$ cat src/rtl/v_hier_subsub_arb.sv
// Round-robin arbiter that time-shares one 1-bit signed pass-through stage
// (v_hier_subsub) between NREQ requesters, with bounded bursts per grant.

module v_hier_subsub (
    input  logic signed [0:0] a,
    output logic signed [0:0] y
);
    assign y = a;
endmodule

module v_hier_subsub_arb #(
    parameter int NREQ = 4,
    parameter int SRCW = 2,
    parameter int HOLD = 4
) (
    input  logic            clk,
    input  logic            rst,
    input  logic [NREQ-1:0] req,
    input  logic [NREQ-1:0] din,
    output logic [NREQ-1:0] gnt,
    output logic            q,
    output logic            q_valid,
    output logic [SRCW-1:0] q_src
);
    localparam int CW = 5;

    typedef enum logic {
        IDLE,
        GRANT
    } state_t;

    state_t                state;
    logic [SRCW-1:0]       ptr;
    logic [CW-1:0]         count;

    logic                  any_req;
    logic                  found;
    logic [SRCW-1:0]       winner;
    logic [SRCW:0]         start;
    logic [2*NREQ-1:0]     rot;
    logic                  xfer;
    logic                  release_g;
    logic signed [0:0]     stage_in;
    logic signed [0:0]     stage_out;

    // ptr always names the current grantee, so it doubles as the mux select
    assign stage_in = din[ptr];

    v_hier_subsub u_subsub (
        .a (stage_in),
        .y (stage_out)
    );

    assign any_req   = |req;
    assign xfer      = (state == GRANT) && req[ptr];
    assign release_g = (state == GRANT) &&
                       (!req[ptr] || (count == CW'(HOLD - 1)));

    // Rotate req so bit 0 is the requester just after ptr; ptr itself lands last
    always_comb begin
        int off;
        start  = {1'b0, ptr} + 1'b1;
        rot    = {req, req} >> start;
        winner = ptr;
        found  = 1'b0;
        off    = 0;
        for (int j = 0; j < NREQ; j++) begin
            if (!found && rot[j]) begin
                found = 1'b1;
                off   = int'(start) + j;
                if (off >= NREQ) begin
                    off = off - NREQ;
                end
                winner = SRCW'(off);
            end
        end
    end

    always_ff @(posedge clk or posedge rst) begin
        if (rst) begin
            state   <= IDLE;
            ptr     <= SRCW'(NREQ - 1);
            count   <= '0;
            gnt     <= '0;
            q       <= 1'b0;
            q_valid <= 1'b0;
            q_src   <= '0;
        end else begin
            q_valid <= 1'b0;
            case (state)
                IDLE: begin
                    if (any_req) begin
                        gnt   <= NREQ'(1) << winner;
                        ptr   <= winner;
                        count <= '0;
                        state <= GRANT;
                    end else begin
                        gnt <= '0;
                    end
                end
                GRANT: begin
                    if (xfer) begin
                        q       <= stage_out;
                        q_valid <= 1'b1;
                        q_src   <= ptr;
                        count   <= count + 1'b1;
                    end
                    // Handoff happens on the releasing edge so there is no idle bubble
                    if (release_g) begin
                        if (any_req) begin
                            gnt   <= NREQ'(1) << winner;
                            ptr   <= winner;
                            count <= '0;
                        end else begin
                            gnt   <= '0;
                            count <= '0;
                            state <= IDLE;
                        end
                    end
                end
                default: begin
                    state <= IDLE;
                    gnt   <= '0;
                end
            endcase
        end
    end
endmodule
$ cat config.mk
export PLATFORM = sky130hd
export DESIGN_NAME = v_hier_subsub_arb
export DESIGN_NICKNAME = d
export VERILOG_FILES = /design/src/rtl/v_hier_subsub_arb.sv
export SDC_FILE = /design/constraint.sdc
export NUM_CORES = 1
export LEC_CHECK = 0
export ABC_CLOCK_PERIOD_IN_PS = 2190
export CAP_MARGIN = 25
export CORE_MARGIN = 2
export CORE_UTILIZATION = 44
export DETAILED_ROUTE_END_ITERATION = 16
export PLACE_DENSITY = 0.68
export SLEW_MARGIN = 10
export SYNTH_ARGS = -nofsm -noshare
export SYNTH_HDL_FRONTEND = slang
export SYNTH_SLANG_ARGS = --single-unit
$ cat constraint.sdc
create_clock -name clk -period 2.19 [get_ports clk]
set_input_delay 0.438 -clock clk [delete_from_list [all_inputs] [get_ports clk]]
set_output_delay 0.438 -clock clk [all_outputs]
set_load 0.02 [all_outputs]
==> impl_metrics.csv <==
group,metric,value,unit
status,run_status,"finished clean",
timing,finalCriticalPeriod,2010,ps
floorplan,die_h,48.0,um
worst_setup_path,ff2ff_setup_slack,180,ps
worst_setup_path,critical_path_arrival,2240,ps
grt,grt-ovfl-total,0,
synth,syn-cell-area,852,um^2
synth,synth_edf_count,0,
hold_path,min_path_type,"in2async",
worst_setup_path,r2r_end,"ptr[1]$_DFFE_PP1P_",
worst_setup_path,r2r-start,"ptr[1]$_DFFE_PP1P_",
timing,maxSlewHeadroom,60.0,%
cts,clock_latency,300,ps
grt,grt_max_degree,17,
synth,synth_cell_type_count,35,
floorplan,num_rows,15,
synth,syn-num-nets,86,
cts,cts_num_sinks,16,
synth,synth_area_per_cell,11.4,um^2
worst_setup_path,cp_max_fo,12,
floorplan,initial_utilization,47.8,%
cts,cts-root-buf,"clkbuf_4",
timing,hold_violations,0,
floorplan,dieArea,2300,um^2
grt,antenna_found_initial,0,
worst_setup_path,cp.required,2420,ps
worst_setup_path,crit_type,"reg2reg",
route,via_count,686,
floorplan,dieWidth,48.0,um
cts,cts_tree,"yes",
cts,htreeDepth,1,
finish,antennaDiodeCount,0,
timing,maxSlewViolCount,0,
timing,setup_tns,0,ps
placement,port_buffers,17,
route,wl_per_cell,14.3,um
cts,cts.clk_slew.worst_paths,90,ps
synth,netlist_instances,75,
power,vdd_drop_max,0.678,mV
cts,numCtsBuffers,3,
route,drtAntennaViolNets,0,
worst_setup_path,reg2reg_depth,4,
route,via_per_inst,5.58,
grt,grt_pass1_wl,2930,um
route,routed_wl,1760,um
timing,finalClockSkew,7.73,ps
timing,fin_crit_sh,92.0,%
power,pwr_density_cell,1280,nW/um^2
worst_setup_path,end_kind,"flip-flop",
synth,synth-async-reset-ratio,100,%
placement,placed_cells,119,
cts,post_cts_resized,0,
finish,area_growth,29.5,%
worst_setup_path,start_kind,"flip-flop",
power,p_leak,0.476,nW
finish,finalNonFillerCells,123,
timing,setup_viol,0,
floorplan,core_area,1780,um^2
floorplan,ios,18,
route,dr.pass1.iters,4,
cts,cts_hold_buf,0,
placement,dp_hpwl,1260,um
placement,place.gp.congestion,0.801,
grt,grt_pass1_vias,671,
synth,yosys_warnings,0,
synth,yosysSeqAreaShare,47.3,%
route,drc_errors,0,
route,drt_iter0_markers,16,
job,maxCapViolations,0,
finish,layout.nets,110,
finish,drive_above_1_share,24.5,%
timing,max_slew.worst_pin.slew,599,ps
synth,ys_ff_latch,16,
cts,cts_max_path_buffers,2,
timing,fmax,0.497,GHz
cts,post-cts-setup-buffers,0,
grt,track_usage,19.0,%
timing,grt_setup_unrepaired,"no",
synth,synth_flop_cell,"dfrtp_1",
[logic make-up after synthesis]
logic type	after synthesis	share of synthesized area (%)
AOI/OAI and AO/OA	21	19.8
and+or+nand+nor	18	12.6
adders and majority gates	1	1.47
DFF	16	47.3
buffers and inverters	10	6.31
muxes	9	12.5
[layout make-up]
type                    instances  area [um^2]
clock buffers                   4         36.3
fillers                       160          679
inverters                       6         22.5
multi-input cells              49          395
flip-flops and latches         16          403
well taps                      25         31.3
repair buffers                 23          215
[power breakdown]
group | internal (mW) | total (mW) | switching, mW | leakage (nW)
Clock | 0.102 | 0.198 | 0.0960 | 0.0210
Combinational | 0.364 | 0.692 | 0.328 | 0.259
Sequential | 0.416 | 0.519 | 0.104 | 0.197
[per-layer routing]
layer	vias up	GRT usage (%)	routed length [um]
met5	-	0	0
met1	339	23.4	836
li1	328	-	-
met4	0	10.3	35
met3	5	5.66	50
met2	14	29.6	836
[synth_stat cells (2+ instances only)]
cell type   n  share of area [%]
dfrtp_1    14                 41
inv_1       6                2.6
mux2i_1     5                5.9
nand3_1     5                2.9
o21ai_0     4                2.3
a22o_1      3                3.1
mux2_2      3                4.0
nand2_1     3                1.3
a32o_1      2                2.3
buf_6       2                2.6
dfstp_2     2                6.2
nor2_1      2               0.88
o41ai_1     2                2.1
[critical path, cell delays in order, from the launching register on]
cell and delay [ps]:
dfstp_2 690, mux2i_1 340, o22ai_2 240, a21oi_2 290, mux2_2 370
[placed cells by master (no fill, tap or decap), drive strengths merged, types with 2 or more instances in the layout]
master,n
clkdlybuf4s50,17
dfrtp,14
inv,6
buf,6
mux2i,5
nand3,5
o21ai,4
clkbuf,4
nand2,3
mux2,3
a22o,3
nor2,3
o41ai,2
a32o,2
dfstp,2
a21oi,2
[through the flow]
stage	instance area (um^2)	hold WS [ps]	utilization (%)	worst slack [ps]	power, mW
floorplan	852	350	-	439	1.00
global placement	1070	484	59.9	39.4	1.20
detailed placement	1070	486	59.9	49.9	1.21
CTS	1100	509	61.9	174	1.42
global route	1100	525	61.9	29.6	1.52
finish	1100	501	61.9	176	1.41
[flip-flops by register name, summed over array words and instances, names as in the netlist]
name / cells
count: 5
gnt: 4
ptr: 2
q: 1
q_src: 2
q_valid: 1
state: 1
[worst max path at each step]
stage | slack [ps] | endpoint | start
finish | 180 | ptr[1]$_DFFE_PP1P_ | ptr[1]$_DFFE_PP1P_
global route | 30 | ptr[1]$_DFFE_PP1P_ | ptr[1]$_DFFE_PP1P_
detailed placement | 50 | gnt[2]$_DFFE_PP0P_ | req[0]
CTS | 170 | ptr[1]$_DFFE_PP1P_ | ptr[1]$_DFFE_PP1P_
floorplan | 440 | count[0]$_DFFE_PP0P_ | count[0]$_DFFE_PP0P_
global placement | 40 | gnt[2]$_DFFE_PP0P_ | req[0]
(Power assumes the default switching activity.)
